### src/rtl/scalar_mul_stream_adapter_if.sv
// Valid/ready stream bundle between producer, adapter and consumer.
// The adapter connects through the slave modport; the driving environment uses master.
interface scalar_mul_stream_adapter_if #(
    parameter int WIDTH = 16
);
    logic                 in_valid;
    logic                 in_ready;
    logic [6*WIDTH-1:0]   in_data;
    logic                 out_valid;
    logic                 out_ready;
    logic [WIDTH-1:0]     out_data;

    modport slave (
        input  in_valid,
        input  in_data,
        input  out_ready,
        output in_ready,
        output out_valid,
        output out_data
    );

    modport master (
        output in_valid,
        output in_data,
        output out_ready,
        input  in_ready,
        input  out_valid,
        input  out_data
    );
endinterface

### src/rtl/scalar_mul_stream_adapter.sv
// Credit-based valid/ready adapter around a fixed-latency, flow-control-free scalar-multiply kernel.
// Define DFC_ZERO_BUBBLE_EN to zero the kernel operands in bubbles and enable the full-write assertion.
module scalar_mul_stream_adapter #(
    parameter int WIDTH   = 16,
    parameter int LATENCY = 8,
    parameter int DEPTH   = 4
) (
    input  logic                  clock,
    input  logic                  reset,
    scalar_mul_stream_adapter_if.slave stream,
    output logic [6*WIDTH-1:0]    pipe_src,
    input  logic [WIDTH-1:0]      pipe_res,
    output logic                  busy
);
    localparam int AW = $clog2(DEPTH);
    localparam int CW = $clog2(DEPTH + 1);

    logic                 accept;
    logic                 pop;
    logic                 push;
    logic                 fifo_empty;
    logic                 fifo_full;

    logic [6*WIDTH-1:0]   pipe_src_reg;
    logic                 v0_reg;
    logic [LATENCY:1]     tag_reg;
    logic [LATENCY:1]     tag_next;
    logic [CW-1:0]        cnt_reg;
    logic [CW-1:0]        cnt_next;
    logic [AW:0]          wr_ptr_reg;
    logic [AW:0]          rd_ptr_reg;
    logic [WIDTH-1:0]     mem [DEPTH];

    // Credits cover in-flight tokens plus FIFO occupancy, so a tagged result always has a slot.
    assign stream.in_ready = reset && (cnt_reg < CW'(DEPTH));
    assign accept          = stream.in_valid && stream.in_ready;
    assign pop             = stream.out_valid && stream.out_ready;
    assign push            = tag_reg[LATENCY];

    assign fifo_empty       = (wr_ptr_reg == rd_ptr_reg);
    assign fifo_full        = (wr_ptr_reg[AW] != rd_ptr_reg[AW]) &&
                              (wr_ptr_reg[AW-1:0] == rd_ptr_reg[AW-1:0]);
    assign stream.out_valid = !fifo_empty;
    assign stream.out_data  = fifo_empty ? '0 : mem[rd_ptr_reg[AW-1:0]];
    assign pipe_src         = pipe_src_reg;
    assign busy             = (cnt_reg != '0);

    always_ff @(posedge clock or negedge reset) begin
        if (!reset) begin
            pipe_src_reg <= '0;
            v0_reg       <= 1'b0;
        end else begin
            v0_reg <= accept;
            if (accept) begin
                pipe_src_reg <= stream.in_data;
            end
`ifdef DFC_ZERO_BUBBLE_EN
            else begin
                pipe_src_reg <= '0;
            end
`endif
        end
    end

    always_comb begin
        tag_next    = '0;
        tag_next[1] = v0_reg;
        for (int i = 2; i <= LATENCY; i++) begin
            tag_next[i] = tag_reg[i-1];
        end
    end

    always_comb begin
        cnt_next = cnt_reg;
        case ({accept, pop})
            2'b10:   cnt_next = cnt_reg + CW'(1);
            2'b01:   cnt_next = cnt_reg - CW'(1);
            default: cnt_next = cnt_reg;
        endcase
    end

    always_ff @(posedge clock or negedge reset) begin
        if (!reset) begin
            tag_reg <= '0;
            cnt_reg <= '0;
        end else begin
            tag_reg <= tag_next;
            cnt_reg <= cnt_next;
        end
    end

    // Show-ahead FIFO; contents are cleared on reset so out_data never exposes stale results.
    always_ff @(posedge clock or negedge reset) begin
        if (!reset) begin
            wr_ptr_reg <= '0;
            rd_ptr_reg <= '0;
            for (int i = 0; i < DEPTH; i++) begin
                mem[i] <= '0;
            end
        end else begin
            if (push) begin
                mem[wr_ptr_reg[AW-1:0]] <= pipe_res;
                wr_ptr_reg              <= wr_ptr_reg + (AW+1)'(1);
            end
            if (pop) begin
                rd_ptr_reg <= rd_ptr_reg + (AW+1)'(1);
            end
        end
    end

`ifdef DFC_ZERO_BUBBLE_EN
    write_while_full: assert property (@(posedge clock) disable iff (!reset)
        !(push && fifo_full && !pop));
`endif

endmodule

### src/flat_wrapper.sv
// flat-port wrapper written by rule: the top's interface ports become plain ports
module scalar_mul_stream_adapter_flat 
#(
    parameter int WIDTH   = 16,
    parameter int LATENCY = 8,
    parameter int DEPTH   = 4
)
  (clock, reset, pipe_src, pipe_res, busy, stream_in_valid, stream_in_data, stream_out_ready, stream_in_ready, stream_out_valid, stream_out_data);
  scalar_mul_stream_adapter_if #(.WIDTH(WIDTH)) stream_i ();
  input  logic clock;
  input  logic reset;
  output logic [6*WIDTH-1:0] pipe_src;
  input  logic [WIDTH-1:0] pipe_res;
  output logic busy;
  input wire logic [$bits(stream_i.in_valid)-1:0] stream_in_valid;
  input wire logic [$bits(stream_i.in_data)-1:0] stream_in_data;
  input wire logic [$bits(stream_i.out_ready)-1:0] stream_out_ready;
  output wire logic [$bits(stream_i.in_ready)-1:0] stream_in_ready;
  output wire logic [$bits(stream_i.out_valid)-1:0] stream_out_valid;
  output wire logic [$bits(stream_i.out_data)-1:0] stream_out_data;
  assign stream_i.in_valid = stream_in_valid;
  assign stream_i.in_data = stream_in_data;
  assign stream_i.out_ready = stream_out_ready;
  assign stream_in_ready = stream_i.in_ready;
  assign stream_out_valid = stream_i.out_valid;
  assign stream_out_data = stream_i.out_data;
  scalar_mul_stream_adapter #(.WIDTH(WIDTH), .LATENCY(LATENCY), .DEPTH(DEPTH)) u_core (.clock(clock), .reset(reset), .stream(stream_i), .pipe_src(pipe_src), .pipe_res(pipe_res), .busy(busy));
endmodule
### config.mk
export PLATFORM = sky130hd
export DESIGN_NAME = scalar_mul_stream_adapter_flat
export DESIGN_NICKNAME = d
export VERILOG_FILES = /design/src/rtl/scalar_mul_stream_adapter_if.sv /design/src/rtl/scalar_mul_stream_adapter.sv /design/src/flat_wrapper.sv
export SDC_FILE = /design/constraint.sdc
export NUM_CORES = 1
export LEC_CHECK = 0
export CAP_MARGIN = 20
export CORE_MARGIN = 4
export CORE_UTILIZATION = 50
export CTS_CLUSTER_SIZE = 14
export DETAILED_ROUTE_END_ITERATION = 10
export PLACE_DENSITY = 0.85
export SETUP_SLACK_MARGIN = 0.1
export SLEW_MARGIN = 20
export SYNTH_ARGS = -nofsm -noshare
export SYNTH_HDL_FRONTEND = slang
export SYNTH_SLANG_ARGS = --single-unit
### constraint.sdc
create_clock -name clock -period 5.11 [get_ports clock]
set_input_delay 1.022 -clock clock [delete_from_list [all_inputs] [get_ports clock]]
set_output_delay 1.022 -clock clock [all_outputs]
set_load 0.02 [all_outputs]
=== After elaboration in Yosys (flattened, before gate mapping) ===
Cells that the tools add are included.

* Flip-flop bits (word level): 178
* Input port bits: 116
* Output and inout port bits: 115
* Logic and storage cells: 38

* $add $sub $neg: 4
* Magnitude comparators: 4
* Equality and inequality tests: 3
* Mux-type cells: 8
* Bitwise operators: 2
* Reductions and logical operators: 7

{| class="wikitable"
|+ Operators with widths
! operator !! count
|-
| $bwmux 64 || 1
|-
| $mux 16 || 4
|-
| $bmux 16 s2 || 1
|-
| $demux 16 s2 || 1
|-
| $add 3x1->3 const B || 3
|-
| $ge 3x3->1 const B || 2
|-
| $not 2->3 || 2
|-
| $pmux 3 s2 || 1
|-
| $logic_and 1x1->1 || 4
|-
| $eq 3x3->1 || 1
|-
| $lt 3x1->1 const B || 1
|-
| $lt 3x3->1 const B || 1
|-
| $reduce_bool 3->1 || 1
|-
| $sub 3x1->3 const B || 1
|-
| $eq 2x1->1 const B || 1
|-
| $eq 2x2->1 const B || 1
|-
| $reduce_bool 2->1 || 1
|-
| $logic_not 1->1 || 1
|}

=== Depth between registers and ports, before layout ===
* Depth after elaboration: 6
* Gate-level depth with buffers: 10
* Depth with buffers taken out: 9

=== Worst setup path before layout ===
No wires, ideal clock.

* Kind: input port to flip-flop
* Start point: in reset
* End point: reg u_core.cnt_reg[2]
* Library setup time: 0.079 ns
* Data arrival time: 2.480 ns
* Required time: 5.031 ns
* Setup slack: 2.551 ns
* Stages: 9
* Buffers on the path: 1
* Path through: nor2b_4 > nand2_2 > buf_2 > ha_1 > inv_1 > fa_1 > xor2_1 > nor2_1 > xor2_1

* Longest elaborated chain between the ends: 4
* Elaborated cells on any way between the ends: 6
* Those cells by class: eq/ne (2); mux (1); reduce/logical (3)

{| class="wikitable"
|+ Ends and longest elaborated chain
! element !! line !! RTL
|-
| from (decl) || flat_wrapper.sv:11 || <nowiki>input logic reset;</nowiki>
|-
| $logic_and 1x1->1 * || scalar_mul_stream_adapter.sv:35 || <nowiki>assign stream.in_ready = reset && (cnt_reg < CW'(DEPTH));</nowiki>
|-
| $logic_and 1x1->1 * || scalar_mul_stream_adapter.sv:36 || <nowiki>assign accept = stream.in_valid && stream.in_ready;</nowiki>
|-
| $eq 2x1->1 or $eq 2x2->1 (tied branches) || scalar_mul_stream_adapter.sv:75 || <nowiki>case ({accept, pop})</nowiki>
|-
| $pmux 3 s2 or $reduce_bool 2->1 (tied branches) || n/a ||
|-
| to (signal assigned) || scalar_mul_stream_adapter.sv:88 || <nowiki>cnt_reg <= cnt_next;</nowiki>
|-
| to (decl) || scalar_mul_stream_adapter.sv:28 || <nowiki>logic [CW-1:0] cnt_reg;</nowiki>
|}

Every way passes the cells marked *; elsewhere a longest branch is shown, timed or not.
A chain may end at the register's enable or synchronous reset.

=== Worst setup path in the final report ===
* Start point: reg u_core.rd_ptr_reg[0]
* End point: out stream_out_data[0]

* Longest elaborated chain between the ends: 5
* Elaborated cells on any way between the ends: 6
* Those cells by class: eq/ne (1); mux (4); bitwise (1)

{| class="wikitable"
|+ Ends and longest elaborated chain
! element !! line !! RTL
|-
| from (decl) || scalar_mul_stream_adapter.sv:31 || <nowiki>logic [AW:0] rd_ptr_reg;</nowiki>
|-
| from (signal assigned) || scalar_mul_stream_adapter.sv:106 || <nowiki>rd_ptr_reg <= rd_ptr_reg + (AW+1)'(1);</nowiki>
|-
| $not 2->3 (implied by the code) || scalar_mul_stream_adapter.sv:44 || <nowiki>assign stream.out_data = fifo_empty ? '0 : mem[rd_ptr_reg[AW-1:0]];</nowiki>
|-
| $bmux 16 s2 || scalar_mul_stream_adapter.sv:44 ||
|-
| $mux 16 (implied by the code) (2 in series) || scalar_mul_stream_adapter.sv:44 ||
|-
| $mux 16 * || scalar_mul_stream_adapter.sv:44 ||
|-
| to (decl) || flat_wrapper.sv:20 || <nowiki>output wire logic [$bits(stream_i.out_data)-1:0] stream_out_data;</nowiki>
|}

Every way passes the cells marked *; elsewhere a longest branch is shown, timed or not. The select of a mux whose other input is x is not followed.

==> impl_metrics.toml <==
[outcome]
run_status = "finished, final reports clean"

[global_route]
grt_use_met3 = 0.105
grt_pass1_vias = 5110
grt_pass1_wl_um = 26600
grt_max_degree = 69
antenna_found_initial = 0
use_met2 = 0.349
grt_util_all_layers = 0.210
met1_usage = 0.237
gr-max-usage-layer = "met2"
grt_overflow_total = 0

[power_and_ir_drop]
finalPower_w = 0.00724
ir_drop_mv = 0.371
power.leakage_nw = 4.43
powerDensity_nw_per_um2 = 700

[timing]
setup_violations = 0
tightestPinTransition_ns = 0.831
setup-tns-final_ns = 0
rsz0062_at_grt = "no"
finalMaxSlewViolations = 0
skew_ns = 0.00964
relSlewSlack = 0.446
fin_crit_sh = 0.735
whs_ns = 0.344
fin_crit_ns = 3.76
final_hold_viol_count = 0
fmax_ghz = 0.266
fin_ws_ns = 1.35

[clock_tree]
clockBufferDepth = 2
cts-root-buf = "clkbuf_16"
clock_latency_ns = 0.42
cts_buffers = 17
cts_tree = "yes"
cts.repair.resized = 0
htreeDepth = 4
clock-sinks = 178
cts_hold_buffers = 0
postCtsSetupBuffers = 0
clkTransAtPathRegs_ns = 0.06

[synthesis]
avgSynthCellArea_um2 = 16.8
ys_types = 31
synth-edff-count = 0
ys_warn_count = 0
ys_ff_latch = 178
ys.flop_type = "dfrtp_1"
synth_seq_area_share = 0.607
syn_inst = 436
netlist_area_um2 = 7340
synth_nets = 559
async_flop_share = 1.00

[floorplanning]
die_x_um = 129
rows = 44
core_area_um2 = 14500
initial_core_util = 0.507
fp.dieH_um = 129
ios = 231
die-area_um2 = 16700

[setup_path]
cp_top_family = "buffers and inverters"
crit_path_end_kind = "primary output"
crit_path_start_kind = "flop"
path_cells = "buf_4 > mux4_1 > and2b_1 > clkdlybuf4s50_1"
critPathKind = "flop to primary output"
critical_path_buf_inv_count = 2
worst-endpoint-arrival_ns = 2.73
worstPathRequired_ns = 4.09
worstPathMaxFanout = 10
cp_slowest_stage_delay_ns = 0.71
critPathSlowestCell = "dfrtp_1"

[drt]
drc = 0
drt-wirelength-per-cell_um = 19.4
dr.pass1.iters = 5
drtAntennaViolNets = 0
totalWireLength_um = 16900
via_per_inst = 5.11
drtIter0Drc = 153
via_count = 4434

[cells_and_area]
n_antenna_cell = 0
nFillCells = 908
layout.nets = 794
drive_above_1_share = 0.313
largest_reg_flops = 96
syn2layout_area_growth_pct = 41.0

[place]
hpwl_um = 12200
gp_congestion = 0.784
pre_cts_ws_ns = 1.76
numPortBuffers = 230

[run]
maxCapViolations = 0

[worst_hold_path]
min_path_type = "flop to flop"
==> placed cells by master, fill, tap and decap left out, types with 5 or more instances in the layout <==
master             n
mux2_4            20
ha_1               6
xor2_1             5
clkdlybuf4s50_1  229
buf_4              6
inv_1              8
dfrtp_1          178
and2b_1            5
clkbuf_16         17
nor2b_1           10
mux4_2            10
mux4_1             6
mux2_2           140
==> area by class of cell <==
type                            instances  area [um^2]  share of cell area
Multi-Input combinational cell        230         2710               0.262
Tap cell                              184          230              0.0223
Clock inverter                          9          106              0.0103
Sequential cell                       178         4450               0.431
Clock buffer                           22          464              0.0449
Timing Repair Buffer                  236         2350               0.227
Inverter                                8         30.0             0.00290
==> worst register-to-register path, cell delays in order, from the launching register on <==
cell and delay [ns]:
dfrtp_1 0.71, xor2_2 0.21, o31ai_1 0.45, inv_1 0.10
ha_1 0.24, inv_1 0.07, fa_1 0.40, o21ai_0 0.19
==> per-stage QoR <==
stage          instances   util  area, um^2
3_3_place_gp         836  0.675        9770
4_1_cts              867  0.714       10300
3_5_place_dp         836  0.675        9770
6_report             867  0.714       10300
2_1_floorplan        436      -        7340
5_1_grt              867  0.714       10300
==> report_power, final <==
part           switching [W]  internal (W)  total [W]
Sequential          0.000403       0.00211    0.00251
Combinational        0.00154       0.00193    0.00346
Clock               0.000517      0.000743    0.00126
Total                0.00246       0.00478    0.00724
==> worst paths after layout <==
check	from	cells past startpoint	to	slack (ns)
worst max-delay path	u_core.rd_ptr_reg[0]	4	stream_out_data[0]	1.35
worst min-delay path	u_core.tag_reg[3]	0	u_core.tag_reg[4]	0.34
worst max register to register	u_core.rd_ptr_reg[0]	7	u_core.cnt_reg[1]	2.66
worst min register to register	u_core.tag_reg[3]	0	u_core.tag_reg[4]	0.34
max in group asynchronous	reset	2	u_core.pipe_src[1]	3.35
min in group asynchronous	reset	1	u_core.mem[4]	0.53
==> kinds of logic (layout without fill, tap and decap cells) <==
kind of cell / count (synthesis) / count (layout) / synth area share
simple gates: 30 / 30 / 0.0281
flops: 178 / 178 / 0.607
xor+xnor: 10 / 10 / 0.0130
fa+ha+maj: 7 / 7 / 0.0130
buf+inv: 28 / 275 / 0.0244
mux: 176 / 176 / 0.308
compound gates: 7 / 7 / 0.00631
==> synthesized netlist by cell type, drive strengths merged, types with 3 or more instances <==
| master | n | share of area |
|---|---|---|
| xor2 | 6 | 0.0082 |
| mux2 | 160 | 0.26 |
| nand2 | 7 | 0.0053 |
| o21ai | 3 | 0.0020 |
| nor2b | 12 | 0.012 |
| inv | 8 | 0.0041 |
| xnor2 | 4 | 0.0048 |
| ha | 6 | 0.010 |
| dfrtp | 178 | 0.61 |
| and2b | 5 | 0.0051 |
| buf | 20 | 0.020 |
| mux4 | 16 | 0.052 |
==> metal layers <==
metal | share of wire | up-vias
met3 | 0.097 | 24
met4 | 0.020 | 0
met1 | 0.37 | 2238
met5 | 0 | -
li1 | - | 2018
met2 | 0.52 | 154
(Power assumes the default switching activity.)
